===== config.mk =====
export PLATFORM = sky130hd
export DESIGN_NAME = apb_master_arb
export DESIGN_NICKNAME = d
export VERILOG_FILES = /design/src/rtl/apb_master_arb.sv
export SDC_FILE = /design/constraint.sdc
export NUM_CORES = 1
export LEC_CHECK = 0
export BUFFER_PORTS_ARGS = -buffer_cell sky130_fd_sc_hd__buf_4
export CAP_MARGIN = 30
export CORE_UTILIZATION = 44
export DETAILED_ROUTE_END_ITERATION = 6
export HOLD_SLACK_MARGIN = 0.12
export MAX_ROUTING_LAYER = met4
export PLACE_DENSITY = 0.79
export SKIP_LAST_GASP = 1
export SLEW_MARGIN = 30
export SYNTH_ARGS = -nofsm -noshare
export SYNTH_HDL_FRONTEND = slang
export SYNTH_SLANG_ARGS = --single-unit
export TNS_END_PERCENT = 50

===== constraint.sdc =====
create_clock -name PCLK -period 2 [get_ports PCLK]
set_clock_uncertainty 0.05 [all_clocks]
set_input_delay 0.2 -clock PCLK [delete_from_list [all_inputs] [get_ports PCLK]]
set_output_delay 0.2 -clock PCLK [all_outputs]
set_load 0.005 [all_outputs]

===== src/rtl/apb_master_arb.sv =====
// Round-robin APB3 master: arbitrates NUM_REQ requesters onto one bus, one transfer in flight.
// Optional ACCESS-phase timeout abort enabled by defining APB_MASTER_TIMEOUT_EN.
//
// state     | meaning
// ST_IDLE   | bus idle, arbitrating among req_valid
// ST_SETUP  | PSEL=1, PENABLE=0 for one cycle
// ST_ACCESS | PSEL=1, PENABLE=1, waiting for PREADY (or timeout)
// ST_DONE   | bus released, req_ready pulse to the winner
module apb_master_arb #(
  parameter int NUM_REQ        = 2,
  parameter int ADDR_WIDTH     = 5,
  parameter int DATA_WIDTH     = 32,
  parameter int TIMEOUT_CYCLES = 16
) (
  input  logic                          PCLK,
  input  logic                          PRESETn,
  input  logic [NUM_REQ-1:0]            req_valid,
  input  logic [NUM_REQ-1:0]            req_write,
  input  logic [NUM_REQ*ADDR_WIDTH-1:0] req_addr,
  input  logic [NUM_REQ*DATA_WIDTH-1:0] req_wdata,
  output logic [NUM_REQ-1:0]            req_ready,
  output logic [DATA_WIDTH-1:0]         rsp_rdata,
  output logic                          rsp_err,
  output logic [ADDR_WIDTH-1:0]         PADDR,
  output logic                          PSEL,
  output logic                          PENABLE,
  output logic                          PWRITE,
  output logic [DATA_WIDTH-1:0]         PWDATA,
  input  logic [DATA_WIDTH-1:0]         PRDATA,
  input  logic                          PREADY,
  input  logic                          PSLVERR
);

  localparam int IDX_W = (NUM_REQ > 1) ? $clog2(NUM_REQ) : 1;

  typedef enum logic [1:0] {ST_IDLE, ST_SETUP, ST_ACCESS, ST_DONE} state_t;

  state_t                  state_q, state_d;
  logic [IDX_W-1:0]        ptr_q, ptr_d, win_q, win_d, arb_idx;
  logic                    arb_found, xfer_end;
  int                      cand;
  logic                    psel_d, penable_d, pwrite_d, err_d;
  logic [ADDR_WIDTH-1:0]   paddr_d;
  logic [DATA_WIDTH-1:0]   pwdata_d, rdata_d;
  logic [NUM_REQ-1:0]      ready_d;

`ifdef APB_MASTER_TIMEOUT_EN
  localparam int CNT_W = $clog2(TIMEOUT_CYCLES) + 1;
  logic [CNT_W-1:0]        cnt_q, cnt_d;
`endif

  // Round-robin search starting at the pointer, wrapping modulo NUM_REQ
  always_comb begin
    arb_found = 1'b0;
    arb_idx   = ptr_q;
    cand      = 0;
    for (int i = 0; i < NUM_REQ; i++) begin
      cand = int'(ptr_q) + i;
      if (cand >= NUM_REQ) cand = cand - NUM_REQ;
      if (!arb_found && req_valid[IDX_W'(cand)]) begin
        arb_found = 1'b1;
        arb_idx   = IDX_W'(cand);
      end
    end
  end

  always_comb begin
    state_d   = state_q;
    ptr_d     = ptr_q;
    win_d     = win_q;
    psel_d    = PSEL;
    penable_d = PENABLE;
    pwrite_d  = PWRITE;
    paddr_d   = PADDR;
    pwdata_d  = PWDATA;
    ready_d   = '0;
    rdata_d   = rsp_rdata;
    err_d     = rsp_err;
    xfer_end  = 1'b0;
`ifdef APB_MASTER_TIMEOUT_EN
    cnt_d     = cnt_q;
`endif
    unique case (state_q)
      ST_IDLE: begin
        psel_d    = 1'b0;
        penable_d = 1'b0;
        if (arb_found) begin
          state_d  = ST_SETUP;
          win_d    = arb_idx;
          psel_d   = 1'b1;
          pwrite_d = req_write[arb_idx];
          paddr_d  = req_addr[arb_idx*ADDR_WIDTH +: ADDR_WIDTH];
          pwdata_d = req_wdata[arb_idx*DATA_WIDTH +: DATA_WIDTH];
`ifdef APB_MASTER_TIMEOUT_EN
          cnt_d    = CNT_W'(TIMEOUT_CYCLES - 1);
`endif
        end
      end
      ST_SETUP: begin
        state_d   = ST_ACCESS;
        penable_d = 1'b1;
      end
      ST_ACCESS: begin
        if (PREADY) begin
          xfer_end = 1'b1;
          err_d    = PSLVERR;
          if (!PWRITE) rdata_d = PRDATA;
        end
`ifdef APB_MASTER_TIMEOUT_EN
        else if (cnt_q == '0) begin
          xfer_end = 1'b1;
          err_d    = 1'b1;
        end else begin
          cnt_d = cnt_q - 1'b1;
        end
`endif
      end
      ST_DONE: state_d = ST_IDLE;
      default: state_d = ST_IDLE;
    endcase

    if (xfer_end) begin
      state_d   = ST_DONE;
      psel_d    = 1'b0;
      penable_d = 1'b0;
      ready_d   = NUM_REQ'(1) << win_q;
      ptr_d     = (win_q == IDX_W'(NUM_REQ - 1)) ? '0 : win_q + 1'b1;
    end
  end

  always_ff @(posedge PCLK or negedge PRESETn) begin
    if (!PRESETn) begin
      state_q   <= ST_IDLE;
      ptr_q     <= '0;
      win_q     <= '0;
      PSEL      <= 1'b0;
      PENABLE   <= 1'b0;
      PWRITE    <= 1'b0;
      PADDR     <= '0;
      PWDATA    <= '0;
      req_ready <= '0;
      rsp_rdata <= '0;
      rsp_err   <= 1'b0;
`ifdef APB_MASTER_TIMEOUT_EN
      cnt_q     <= '0;
`endif
    end else begin
      state_q   <= state_d;
      ptr_q     <= ptr_d;
      win_q     <= win_d;
      PSEL      <= psel_d;
      PENABLE   <= penable_d;
      PWRITE    <= pwrite_d;
      PADDR     <= paddr_d;
      PWDATA    <= pwdata_d;
      req_ready <= ready_d;
      rsp_rdata <= rdata_d;
      rsp_err   <= err_d;
`ifdef APB_MASTER_TIMEOUT_EN
      cnt_q     <= cnt_d;
`endif
    end
  end

endmodule


==> impl_metrics.env <==
export IMPL_placedCellCount=539
export IMPL_final_cell_mix="194 x buf_4, 91 x dlygate4sd3_1, 78 x dfrtp_1, 42 x nor2_1, 40 x a21oi_1"
export IMPL_drc=0
export IMPL_setup_viol=0
export IMPL_grt_pass1_wl_mm=18.9
export IMPL_worstReg2RegEnd="PWDATA[27]"
export IMPL_path_buf_inv=2
export IMPL_synth_main_ff_cell="dfrtp_1"
export IMPL_grt_util_met3_pct=8.88
export IMPL_slowest_delay_ps=580
export IMPL_gp_congestion=0.736
export IMPL_p_comb_share_pct=47.9
export IMPL_numClockSinks=79
export IMPL_vdd_drop_max_mv=0.670
export IMPL_ios=189
export IMPL_tightest_slew_ps=419
export IMPL_antenna_found_initial=0
export IMPL_cp_start_kind="flip-flop"
export IMPL_min_path_cells=3
export IMPL_drtIter0Drc=149
export IMPL_r2r_start="ptr_q"
export IMPL_layout_commonest_cell="buf_4"
export IMPL_seq_area_frac_synth_pct=57.9
export IMPL_grtUsageMet1_pct=36.6
export IMPL_relSlewSlack_pct=72.1
export IMPL_cp_top_family="buffers and inverters"
export IMPL_period_minus_slack_ps=1800
export IMPL_async_flop_share_pct=100
export IMPL_first_global_vias=3421
export IMPL_n_antenna_cell=0
export IMPL_synth_edf_count=0
export IMPL_core_area_um2=7370
export IMPL_fmax_mhz=555
export IMPL_required_ps=2170
export IMPL_syn_cell_area_um2=3410
export IMPL_hpwl_mm=6.46
export IMPL_hp_class="in2reg"
export IMPL_grt_util_met2_pct=53.8
export IMPL_vias_per_cell=4.98
export IMPL_critPathCaptureType="flip-flop"
export IMPL_crit_path_max_fanout=26
export IMPL_final_hold_viol_count=0
export IMPL_synth_cell_types=19
export IMPL_rsz0062_at_grt="false"
export IMPL_crit_arrival_ps=1980
export IMPL_area_growth_pct=77.4
export IMPL_p_sw_share_pct=33.6
export IMPL_start_util_pct=46.3
export IMPL_post_route_period_util_pct=90.2
export IMPL_r2r_slack_ps=200
export IMPL_p_leak_nw=3.03
export IMPL_grt_usage_pct=31.6
export IMPL_synth_nets=378
export IMPL_overflow=0
export IMPL_grt_max_degree=50
export IMPL_numCtsBuffers=9
export IMPL_avgSynthCellArea_um2=12.9
export IMPL_clock_power_share_pct=15.0
export IMPL_intPower_w=0.00534
export IMPL_wirelength_mm=12.1
export IMPL_slew_violations=0
export IMPL_yosysWarnings=0
export IMPL_synth_seq_cells=79
export IMPL_drive_above_1_share_pct=45.3
export IMPL_crit_cells=4
export IMPL_setup_tns_ps=0
export IMPL_clockBufferDepth=2
export IMPL_power_switching_w=0.00270
export IMPL_fp_row_count=31
export IMPL_cts_htree_levels=3
export IMPL_min_to="PWDATA[22]"
export IMPL_slowest_stage="dlygate4sd3_1"
export IMPL_finalNonFillerCells=649
export IMPL_netlist_instances=264
export IMPL_pwr_share_seq_pct=37.1
export IMPL_vias=3235
export IMPL_insertion_delay_ps=350
export IMPL_clkTransAtPathRegs_ps=80
export IMPL_die_w_um=90.1
export IMPL_path_cells="buf_12, mux2i_1, dlygate4sd3_1, a21oi_1"
export IMPL_globalRoute_busiestLayer="met2"
export IMPL_reg2regPathDepth=4
export IMPL_root_buffer="clkbuf_8"
export IMPL_wl_per_cell_um=18.6
export IMPL_max_cap_viol_count=0
export IMPL_power_density_nw_per_um2=1330
export IMPL_status="finished clean"
export IMPL_hold_start="req_wdata[22]"
export IMPL_tritoncts="built"
export IMPL_drtPass1Iterations=6
export IMPL_worstSetupPathType="reg2reg"
export IMPL_port_buffer_count=187
export IMPL_die_area_um2=8120
export IMPL_antenna_left=0
export IMPL_finalNetCount=660
export IMPL_die_y_um=90.1
## worst max-delay path by stage
stage / start / end / slack (ps)
floorplan: state_q[1] / win_q / 570
global placement: state_q[0] / rsp_rdata[31] / 450
detailed placement: state_q[0] / rsp_rdata[31] / 420
CTS: ptr_q / PWDATA[20] / 40
global route: ptr_q / PWDATA[26] / 140
finish: ptr_q / PWDATA[27] / 200
## per-layer routing
layer / vias to the layer above / routed length [um]
li1: 1470 / -
met1: 1565 / 4720
met2: 180 / 6260
met3: 20 / 854
met4: 0 / 261
met5: - / 0
## through the flow
step	setup WS, ps	hold WS [ps]	power [W]	area, um^2	utilization [%]
floorplan	568	-146	0.00457	3410	-
global placement	452	106	0.00616	4920	66.8
detailed placement	419	115	0.00629	4920	66.8
CTS	38.0	121	0.00780	6010	81.6
global route	137	130	0.00847	6060	82.2
finish	197	121	0.00804	6060	82.2
## power by group through the flow
stage | Sequential (W) | Combinational, W | Clock [W]
finish | 0.00298 | 0.00385 | 0.00121
CTS | 0.00297 | 0.00362 | 0.00121
floorplan | 0.00287 | 0.00171 | 0
global placement | 0.00294 | 0.00322 | 0
detailed placement | 0.00298 | 0.00331 | 0
global route | 0.00307 | 0.00411 | 0.00128
## logic make-up (layout without fill, tap and decap cells)
| logic type | after synthesis | count (layout) | share of synthesized area, % |
|---|---|---|---|
| compound gates | 41 | 41 | 6.01 |
| xor+xnor | 1 | 1 | 0.257 |
| buf+inv | 20 | 306 | 3.63 |
| flops | 79 | 79 | 57.9 |
| mux | 71 | 71 | 25.3 |
| simple gates | 52 | 52 | 6.89 |
## cell usage after synthesis, types with 3 or more instances
cell | n | area [um^2]
dfrtp_1 | 79 | 1980
nor2_1 | 42 | 158
a21oi_1 | 40 | 200
mux2i_1 | 38 | 380
mux2_4 | 30 | 450
buf_2 | 9 | 45.0
nand2_1 | 5 | 18.8
buf_4 | 4 | 30.0
buf_6 | 3 | 33.8
inv_1 | 3 | 11.3
mux2_2 | 3 | 33.8
## worst register-to-register path, cell delays in order (launching register included)
cell           delay (ps)
dfrtp_4               490
buf_12                230
mux2i_1               250
dlygate4sd3_1         580
a21oi_1                70
## flip-flops by register name, indices dropped and copies added (netlist names)
signal,cells
req_ready,2
PWRITE,1
PENABLE,1
rsp_rdata,32
rsp_err,1
state_q,2
PSEL,1
win_q,1
PADDR,5
ptr_q,1
PWDATA,32
## layout make-up
cell class / instances / area (um^2)
sequential: 79 / 1980
inverter: 3 / 11.3
clock inverter: 5 / 56.3
fill: 411 / 1310
multi-input combinational: 165 / 1320
timing repair buffer: 288 / 2430
tap: 99 / 124
clock buffer: 10 / 138
## what timing repair did
action | 4_1_cts | 5_1_grt
endpoints found under the setup margin | 0 | 14
buffers inserted | 0 | 4
resized for setup | 0 | 1
hold endpoints to repair | 95 | 1
hold buffers | 90 | 1
(Power assumes the default switching activity.)
